==> config.mk <==
export PLATFORM = sky130hd
export DESIGN_NAME = packet_injector
export DESIGN_NICKNAME = d
export VERILOG_FILES = /design/src/rtl/router_pkg.sv /design/src/rtl/packet_injector_fifo.sv /design/src/rtl/packet_injector.sv
export SDC_FILE = /design/constraint.sdc
export NUM_CORES = 1
export LEC_CHECK = 0
export CAP_MARGIN = 40
export CORE_MARGIN = 4
export CORE_UTILIZATION = 63
export CTS_CLUSTER_DIAMETER = 200
export DETAILED_ROUTE_END_ITERATION = 8
export DONT_BUFFER_PORTS = 1
export GPL_ROUTABILITY_DRIVEN = 0
export PLACE_DENSITY = 0.79
export SKIP_LAST_GASP = 1
export SYNTH_ARGS = -nofsm -noshare
export SYNTH_HDL_FRONTEND = slang
export SYNTH_SLANG_ARGS = --single-unit
==> constraint.sdc <==
create_clock -name clk -period 3.6 [get_ports clk]
set_input_delay 0.36 -clock clk [delete_from_list [all_inputs] [get_ports clk]]
set_output_delay 0.36 -clock clk [all_outputs]
set_load 0.01 [all_outputs]
==> src/rtl/router_pkg.sv <==
// Shared packet-format definitions for the 4-channel router and its injector.
// Field positions, channel addresses and the dummy packet live here.
package router_pkg;

    localparam int CNT_HI  = 42;
    localparam int CNT_LO  = 40;
    localparam int ADDR_HI = 39;
    localparam int ADDR_LO = 24;
    localparam int PAY_HI  = 23;
    localparam int PAY_LO  = 0;
    localparam int PKT_W   = 43;

    localparam logic [15:0] ADDR_A = {8'd83, 8'd168};
    localparam logic [15:0] ADDR_B = {8'd170, 8'd153};
    localparam logic [15:0] ADDR_C = {8'd104, 8'd148};
    localparam logic [15:0] ADDR_D = {8'd188, 8'd39};

    localparam logic [PKT_W-1:0] PKT_NULL = '0;

    function automatic logic [15:0] dest_addr(input logic [1:0] dest);
        logic [15:0] a;
        case (dest)
            2'd0:    a = ADDR_A;
            2'd1:    a = ADDR_B;
            2'd2:    a = ADDR_C;
            default: a = ADDR_D;
        endcase
        return a;
    endfunction

endpackage

==> src/rtl/packet_injector_fifo.sv <==
// Synchronous packet queue holding fully encoded router packets.
// Head is the registered entry at rd_ptr; no write-to-read bypass.
module pkt_fifo
    import router_pkg::*;
#(
    parameter int DEPTH = 4,
    parameter int PTR_W = 2
) (
    input  logic             clk,
    input  logic             rst,
    input  logic             wr_en,
    input  logic [PKT_W-1:0] wr_data,
    input  logic             rd_en,
    output logic             full,
    output logic             empty,
    output logic [PKT_W-1:0] head
);

    logic [PKT_W-1:0] mem [DEPTH];
    logic [PTR_W-1:0] wr_ptr;
    logic [PTR_W-1:0] rd_ptr;
    logic [PTR_W:0]   occ;
    logic             do_wr;
    logic             do_rd;

    assign full  = (occ == (PTR_W+1)'(DEPTH));
    assign empty = (occ == '0);
    assign do_wr = wr_en && !full;
    assign do_rd = rd_en && !empty;
    assign head  = mem[rd_ptr];

    // Storage, pointers and occupancy; reset wipes the contents too.
    always_ff @(posedge clk) begin
        if (rst) begin
            for (int i = 0; i < DEPTH; i++) mem[i] <= '0;
            wr_ptr <= '0;
            rd_ptr <= '0;
            occ    <= '0;
        end else begin
            if (do_wr) begin
                mem[wr_ptr] <= wr_data;
                wr_ptr      <= wr_ptr + 1'b1;
            end
            if (do_rd) rd_ptr <= rd_ptr + 1'b1;
            case ({do_wr, do_rd})
                2'b10:   occ <= occ + 1'b1;
                2'b01:   occ <= occ - 1'b1;
                default: occ <= occ;
            endcase
        end
    end

endmodule

==> src/rtl/packet_injector.sv <==
// Host-side packet source: encodes requests, queues them, feeds the router.
// Only well-formed packets are queued; an empty queue shows the null packet.
module packet_injector
    import router_pkg::*;
#(
    parameter int DEPTH = 4,
    parameter int PTR_W = 2,
    parameter int CNT_W = 8
) (
    input  logic             clk,
    input  logic             rst,
    input  logic             push,
    input  logic [1:0]       push_dest,
    input  logic [2:0]       push_copies,
    input  logic [23:0]      push_payload,
    output logic             push_ready,
    input  logic             router_ready,
    output logic [PKT_W-1:0] pkt_out,
    output logic             pkt_valid,
    output logic [CNT_W-1:0] sent_count,
    output logic [CNT_W-1:0] reject_count
);

    logic             full;
    logic             empty;
    logic [PKT_W-1:0] head;
    logic [PKT_W-1:0] enc_pkt;
    logic             bad_copies;
    logic             accept;
    logic             reject;
    logic             consume;

    assign enc_pkt    = {push_copies, dest_addr(push_dest), push_payload};
    assign bad_copies = (push_copies == 3'd0);
    assign accept     = push && !bad_copies && !full;
    assign reject     = push && (bad_copies || full);
    assign consume    = router_ready && !empty;

    assign push_ready = !full;
    assign pkt_valid  = !empty;
    assign pkt_out    = empty ? PKT_NULL : head;

    pkt_fifo #(
        .DEPTH(DEPTH),
        .PTR_W(PTR_W)
    ) u_fifo (
        .clk    (clk),
        .rst    (rst),
        .wr_en  (accept),
        .wr_data(enc_pkt),
        .rd_en  (consume),
        .full   (full),
        .empty  (empty),
        .head   (head)
    );

    // Saturating statistics for consumed packets and rejected pushes.
    always_ff @(posedge clk) begin
        if (rst) begin
            sent_count   <= '0;
            reject_count <= '0;
        end else begin
            if (consume && (sent_count != '1))
                sent_count <= sent_count + 1'b1;
            if (reject && (reject_count != '1))
                reject_count <= reject_count + 1'b1;
        end
    end

endmodule

==> reports/results.ini, run 1 <==
[status]
status=finished, final reports clean

[floorplanning]
die_height_um=120
initial_core_util_pct=65.0
core-area_mm2=0.0122
die_w_um=120
rows=40
ios=94
die_area_mm2=0.0144

[sta]
setup_violations=0
tightest_slew_ns=0.785
relSlewSlack_pct=47.3
min_period_ns=2.81
hold_viol=0
rsz0062_at_grt=false
setup-tns-final_ns=0
holdWs_ns=0.0851
slew_viol_final=0
fmax_mhz=356
worst_clock_skew_ns=0.00728
finalCritPeriodShare_pct=78.1

[setup_path]
arrival_ns=2.87
cp-start-kind=register
slowest_delay_ns=0.72
crit_path_max_fanout=34
path_cells=nor3b_2 > or4_1 > or3_1 > nand2b_2 > buf_4
cp.required_ns=3.66
cp.buffers_inverters=1
r2r_setup_slack_ns=0.79
endpoint_kind=register
crit_type=register to register
crit_family=simple AND/OR/NAND/NOR gates
crit_path_top_delay_cell=or4_1

[route]
wl_per_cell_um=20.4
met2_length_mm=8.00
drt-vias-per-instance=5.93
wl_met1_mm=5.90
wl_met3_um=948
ant_nets=0
drt_iter0_drc=381
dr_total_vias=4370
remaining_drc_errors=0
wl_mm=15.1
first_pass_iters=5
highest_layer=met4

[cts]
cts_tree=built
numCtsBuffers=17
ctsHtreeMaxLevel=4
cts_resized=0
root_buffer=clkbuf_16
clk_latency_ns=0.42
cts_sinks=173
clk_pin_slew_ns=0.06
clock_path_buffers=2

[logic_synthesis]
synth_cell_types=46
synth_area_mm2=0.00791
post_synth.cell_area_avg_um2=14.0
synth_edf_count=148
synthArstFlopShare_pct=0
synth-main-ff-cell=edfxtp_1
syn-instance-count=564
yosysSeqAreaShare_pct=62.5
synth_fp_nets=606
ys_ff_latch=173
yosys_warnings=0

[finish]
n_fill_cell=786
final_common_cell=and2_1
fin_nets=598
synthToLayoutAreaGrowth_pct=10.5
stdcell_count=737
diodes=0
most-common-layout-cells=and2_1, edfxtp_1, nor2_1
drive_gt1_share_pct=17.4
fin_area_mm2=0.00874

[job]
maxCapViolCount=0

[grt]
grt_start_max_net_pins=35
grt_pass1_wl_mm=24.1
grt_usage_pct=22.3
grt_pass1_vias=4546
antenna_found_initial=0
overflow=0

[placement]
io_buffers=0
dp_hpwl_mm=9.56
dp_cells=704
placed_area_mm2=0.00814

[pwr]
p_leak_nw=3.14
ir_drop_v=0.000373
cellPowerDensity_mw_per_mm2=641

[hold_path]
hp-class=input pin to register

[registers in the layout (all words and copies together), names as in the netlist, named ones only]
| signal | cells |
|---|---|
| u_fifo.mem | 148 |
| reject_count | 8 |
| sent_count | 8 |
| u_fifo.occ | 3 |
| u_fifo.rd_ptr | 2 |
| u_fifo.wr_ptr | 2 |
[layout make-up]
class / instances / area (µm²) / area share, %
sequential: 173 / 4950 / 56.6
multi-input combinational: 338 / 2750 / 31.5
clock buffer: 25 / 505 / 5.78
tap: 168 / 210 / 2.40
timing repair buffer: 13 / 193 / 2.20
clock inverter: 7 / 83.8 / 0.959
inverter: 13 / 48.8 / 0.558
[layer usage]
metal | vias up | GRT usage, %
li1 | 2014 | -
met1 | 2206 | 27.6
met2 | 132 | 38.1
met3 | 18 | 7.12
met4 | 0 | 6.37
met5 | - | 0
[kinds of logic after synthesis]
family	after synthesis	synth area share (%)
buffers and inverters	53	3.01
AND/OR/NAND/NOR	249	18.4
flip-flops	173	62.5
multiplexers	41	11.1
XOR/XNOR	8	0.886
other	1	0.0474
AO/OA/AOI/OAI	30	2.56
adder cells (fa/ha/maj)	9	1.52
[through the flow]
step / setup slack (ns) / util, % / power (mW)
after floorplan: 0.715 / - / 3.56
after global placement: 0.858 / 66.2 / 3.77
after detailed placement: 0.799 / 66.9 / 3.87
after CTS: 0.808 / 71.9 / 5.66
after global routing: 0.693 / 71.9 / 5.88
final: 0.788 / 71.9 / 5.60
[final timing paths]
check                    from                 to  cells past startpoint
max             u_fifo.occ[0]  u_fifo.mem[0][17]                      5
min                       rst      sent_count[7]                      2
max reg2reg     u_fifo.occ[0]  u_fifo.mem[0][17]                      5
min reg2reg  u_fifo.rd_ptr[1]           register                      2
[report_power, final]
part	internal [mW]	switching (mW)	total, mW	leakage (nW)
Clock	1.11	0.696	1.80	0.294
Sequential	2.39	0.155	2.54	1.74
Combinational	0.574	0.685	1.26	1.11
Total	4.07	1.54	5.60	3.14
[cells in the mapped netlist, types with 4 or more instances]
master,instances,area (µm²)
nand2_1,4,15.0
buf_2,4,20.0
dfxtp_1,25,500
nand3_1,9,45.0
or4_1,5,37.5
clkbuf_1,28,105
ha_1,8,100
and2_1,157,982
mux4_2,37,833
xor2_1,4,35.0
or3_1,8,50.1
a21oi_1,10,50.1
o21ai_0,4,20.0
edfxtp_1,148,4440
xnor2_1,4,35.0
nand2b_1,4,25.0
nor2_2,7,43.8
buf_4,7,52.6
nor2_1,42,158
inv_1,13,48.8
[repair_timing]
action | CTS | global route
endpoints found under the hold margin | 19 | 0
setup buffers | 0 | 0
hold buffers | 1 | 0
[worst register-to-register path: stages, from the launching register on]
cell,delay [ns]
dfxtp_1,0.44
nor3b_2,0.12
or4_1,0.72
or3_1,0.53
nand2b_2,0.17
buf_4,0.43
Power figures use the tool's default switching activity.
==> inputs of run 2 (changes only) <==
==> constraint.sdc (replaced) <==
create_clock -name clk -period 2.6 [get_ports clk]
set_input_delay 0.26 -clock clk [delete_from_list [all_inputs] [get_ports clk]]
set_output_delay 0.26 -clock clk [all_outputs]
set_load 0.01 [all_outputs]
==> run 2 against run 1 <==
Net effect:
- count of clock-buffer cells in the layout decreased by 3
- first-iteration DRC count up 5.8%
- sequential share of layout area rose by 0.32 points
- flip-flop and latch count unchanged
- critical endpoint is now u_fifo.occ[2]
- utilization shrank 0.40 points
- critical path depth grew 3
- cell count up 0.81%
- clock power is 23% higher
- wire length is 1.2% lower
- worst setup slack got worse by 0.50 ns
- sequential power grew 36%
- hold slack lost 0.045 ns
==> reports/results.ini, run 2 (synthesis results as in run 1) <==
[setup_path]
cp.buffers_inverters=1
crit_type=register to register
crit_family=simple AND/OR/NAND/NOR gates
ff2ff_path_depth=8
startpoint=u_fifo.occ[2]
crit_path_top_delay_cell=dfxtp_1
r2r-start=u_fifo.occ[2]
path_common_cell=or3_1
r2r_end=u_fifo.occ[2]
path_cells=nor3b_2 > or3_1 > ha_1 > inv_1 > fa_1 > xor2_1 > or3_1 > a21oi_1
cp.required_ns=2.94
cp-start-kind=register
r2r_setup_slack_ns=0.28
crit_path_max_fanout=6
path_depth=8
crit_end=u_fifo.occ[2]
endpoint_kind=register
slowest_delay_ns=0.39
arrival_ns=2.65

[grt]
grt_pass1_wl_mm=23.8
grt_start_max_net_pins=40
overflow=0
antenna_found_initial=0
grt_pass1_vias=4604
grt_usage_pct=22.0

[sta]
tightest_slew_ns=0.767
finalCritPeriodShare_pct=89.1
relSlewSlack_pct=48.7
setup_violations=0
setup-tns-final_ns=0
fmax_mhz=432
min_period_ns=2.32
fin_ws_ns=0.283
holdWs_ns=0.0404
rsz0062_at_grt=false
slew_viol_final=0
hold_viol=0
worst_clock_skew_ns=0.00521

[status]
status=finished, final reports clean

[finish]
diodes=0
fin_util_pct=71.5
largest_reg_flops=148
largest_register=u_fifo.mem
fin_nets=606
reg_top3=u_fifo.mem x148, reject_count x8, sent_count x8
most-common-layout-cells=and2_1, edfxtp_1, nor2_1
stdcell_count=743
drive_gt1_share_pct=17.7
fin_area_mm2=0.00869
synthToLayoutAreaGrowth_pct=9.92
final_common_cell=and2_1

[floorplanning]
die_area_mm2=0.0144
rows=40
core-area_mm2=0.0122
ios=94
initial_core_util_pct=65.0
die_height_um=120
die_w_um=120

[cts]
cts_sinks=173
ctsHtreeMaxLevel=4
cts_tree=built
root_buffer=clkbuf_16
clk_pin_slew_ns=0.06
numCtsBuffers=17
clk_latency_ns=0.41
cts_resized=0
clock_path_buffers=2

[route]
drt_iter0_drc=403
ant_nets=0
first_pass_iters=5
wl_mm=14.9
drt-vias-per-instance=5.96
dr_total_vias=4429
remaining_drc_errors=0
wl_per_cell_um=20.0

[placement]
io_buffers=0
dpl_worst_slack_ns=0.304
dp_cells=712
dp_hpwl_mm=9.16
placed_area_mm2=0.00817

[pwr]
total_power_mw=7.47
p_leak_nw=3.12
cellPowerDensity_mw_per_mm2=860
ir_drop_v=0.000519

[job]
maxCapViolCount=0

[hold_path]
hp-class=input pin to register
min-delay-start=push_payload[6]

run 2: power breakdown:
| part | internal [mW] | switching (mW) |
|---|---|---|
| Combinational | 0.771 | 1.03 |
| Clock | 1.30 | 0.925 |
| Sequential | 3.31 | 0.141 |
run 2: layout make-up:
cell class / count / area [µm²]
flip-flops and latches: 173 / 4950
fillers: 812 / 3470
multi-input cells: 338 / 2750
clock buffers: 22 / 444
repair buffers: 21 / 218
well taps: 168 / 210
clock inverters: 8 / 71.3
inverters: 13 / 48.8
run 2: how the worst min path moves through the flow:
stage                         to  slack [ns]  depth (start not counted)
2_1_floorplan   u_fifo.wr_ptr[1]        0.45                          2
3_3_place_gp     reject_count[3]        0.33                          1
3_5_place_dp            register        0.33                          1
4_1_cts        u_fifo.mem[3][41]        0.02                          1
5_1_grt        u_fifo.mem[3][19]        0.02                          1
6_report        u_fifo.mem[3][6]        0.04                          1
run 2: repair_timing:
item,CTS,global route
buffers inserted,0,0
hold buffers,1,0
endpoints found under the hold margin,21,0
run 2: layer usage:
layer  up-vias  wire [µm]  GRT usage, %  share of wire (%)
li1       2023          -             -                  -
met1      2230       5630          26.4                 38
met2       151       7960          37.7                 53
met3        25       1060          6.46                7.1
met4         0        235          8.16                1.6
met5         -          0             0                  0
==> inputs of run 3 (changes only) <==
--- a/config.mk
+++ b/config.mk
@@ -6,6 +6,7 @@
 export NUM_CORES = 1
 export LEC_CHECK = 0
 export CAP_MARGIN = 40
+export CORE_ASPECT_RATIO = 0.5
 export CORE_MARGIN = 4
 export CORE_UTILIZATION = 63
 export CTS_CLUSTER_DIAMETER = 200
==> constraint.sdc (replaced) <==
create_clock -name clk -period 2.4 [get_ports clk]
set_input_delay 0.24 -clock clk [delete_from_list [all_inputs] [get_ports clk]]
set_output_delay 0.24 -clock clk [all_outputs]
set_load 0.01 [all_outputs]
==> run 3 against run 2 <==
Net effect:
- clock skew up 0.0033 ns
- non-clock buffer count is 38 higher
- hold slack worse by 0.028 ns
- first-iteration DRC count down 18%
- maximum frequency grew 3.4%
- combinational power increased by 21%
- cell count up 5.0%
- worst setup slack got worse by 0.12 ns
- design area rose by 6.2%
- sequential share of layout area down 3.3 points
- clock power grew 33%
- highest routed layer unchanged
==> reports/results.ini, run 3 (synthesis results as in run 1) <==
[floorplanning]
ios=94
die_height_um=87.2
initial_core_util_pct=65.6
rows=28
die_area_mm2=0.0145
core-area_mm2=0.0121
die_w_um=166

[placement]
io_buffers=0
dp_hpwl_mm=9.74
dpl_worst_slack_ns=0.0760
placed_area_mm2=0.00826

[finish]
final_common_cell=and2_1
reg_top3=u_fifo.mem x148, reject_count x8, sent_count x8
diodes=0
largest_register=u_fifo.mem
fin_area_mm2=0.00923
drive_gt1_share_pct=19.3
multi_input_area_mm2=0.00276
fin_nets=644
regArea_mm2=0.00495
most-common-layout-cells=and2_1, edfxtp_1, nor2_1
synthToLayoutAreaGrowth_pct=16.7
n_fill_cell=713
largest_reg_flops=148

[route]
wl_per_cell_um=20.9
first_pass_iters=5
drt_iter0_drc=332
dr_total_vias=4659
remaining_drc_errors=0
ant_nets=0
wl_mm=16.3
drt-vias-per-instance=5.97

[cts]
clock_path_buffers=2
root_buffer=clkbuf_16
clk_latency_ns=0.43
cts_tree=built
clk_pin_slew_ns=0.07
ctsHtreeMaxLevel=4
cts_sinks=173
numCtsBuffers=17

[hold_path]
hold_depth=1
min-delay-start=push_payload[2]
hp-class=input pin to register
whs_endpoint=u_fifo.mem[3][2]

[setup_path]
cp-start-kind=register
endpoint_kind=register
arrival_ns=2.59
ff2ff_path_depth=8
r2r-start=u_fifo.occ[2]
r2r_setup_slack_ns=0.16
cp.required_ns=2.75
crit_type=register to register
crit_path_max_fanout=5
r2r_end=u_fifo.occ[2]

[sta]
setup_violations=0
holdWs_ns=0.0119
setup-tns-final_ns=0
fin_ws_ns=0.158
rsz0062_at_grt=false
min_period_ns=2.24
relSlewSlack_pct=46.5
hold_viol=0
finalCritPeriodShare_pct=93.4
tightest_slew_ns=0.799
worst_clock_skew_ns=0.00855
fmax_mhz=446
slew_viol_final=0

[pwr]
ir_drop_v=0.000665
cellPowerDensity_mw_per_mm2=959
p_leak_nw=3.36

[grt]
overflow=0
grt_usage_pct=23.7
grt_pass1_vias=4717
antenna_found_initial=0
grt_pass1_wl_mm=25.8
grt_start_max_net_pins=38

[job]
maxCapViolCount=0

[status]
status=finished, final reports clean

[run 3: cell count changes in the layout (fill, tap and decap cells not counted), moves of 2 or more]
cell           delta
buf_12            +3
clkbuf_1          -5
inv_8             +2
bufinv_16         +3
dlygate4sd3_1    +30
buf_4             +5
inv_6             +4
clkinv_1          -2
[run 3: how the worst max path moves through the flow]
stage               depth (start not counted)  slack [ns]          start          endpoint
floorplan                                   5        0.07  u_fifo.occ[2]  u_fifo.mem[0][0]
global placement                            8        0.23  u_fifo.occ[2]     u_fifo.occ[2]
detailed placement                          8        0.08  u_fifo.occ[2]     u_fifo.occ[2]
CTS                                         8        0.02  u_fifo.occ[2]     u_fifo.occ[2]
global route                                8        0.06  u_fifo.occ[2]     u_fifo.occ[2]
finish                                      8        0.16  u_fifo.occ[2]     u_fifo.occ[2]
[run 3: layout make-up]
class / count / share of cell area (%)
Sequential cell: 173 / 53.6
Multi-Input combinational cell: 338 / 29.9
Timing Repair Buffer: 59 / 6.80
Clock buffer: 17 / 4.61
Clock inverter: 15 / 2.28
Tap cell: 165 / 2.24
Inverter: 13 / 0.529
[run 3: what timing repair did]
item | CTS | global route
hold buffers | 28 | 3
gates resized for setup | 0 | 1
hold endpoints to repair | 76 | 4
setup endpoints to repair | 0 | 1
buffers inserted | 0 | 2
[run 3: power by group]
part	internal (mW)	switching [mW]
sequential	3.58	0.149
combinational	0.994	1.17
clock	1.77	1.19
total	6.34	2.51
[run 3: stage by stage]
stage,util (%),cells,power (mW)
2_1_floorplan,-,564,5.34
3_3_place_gp,68.3,714,5.76
3_5_place_dp,68.6,715,5.91
4_1_cts,76.2,775,8.89
5_1_grt,76.6,780,9.25
6_report,76.6,780,8.85
[run 3: critical path: stages, from the launching register on]
cell and delay (ns):
dfxtp_1 0.40, nor3b_4 0.27, or3_1 0.22, ha_1 0.21
inv_1 0.07, fa_1 0.39, xor2_1 0.16, or3_1 0.31
a21oi_1 0.14
[run 3: layer usage]
metal,wire (µm),up-vias,global-route usage [%]
met5,0,-,0
met4,256,0,9.13
met3,1210,26,5.98
met2,8020,190,38.7
met1,6840,2334,31.5
li1,-,2109,-
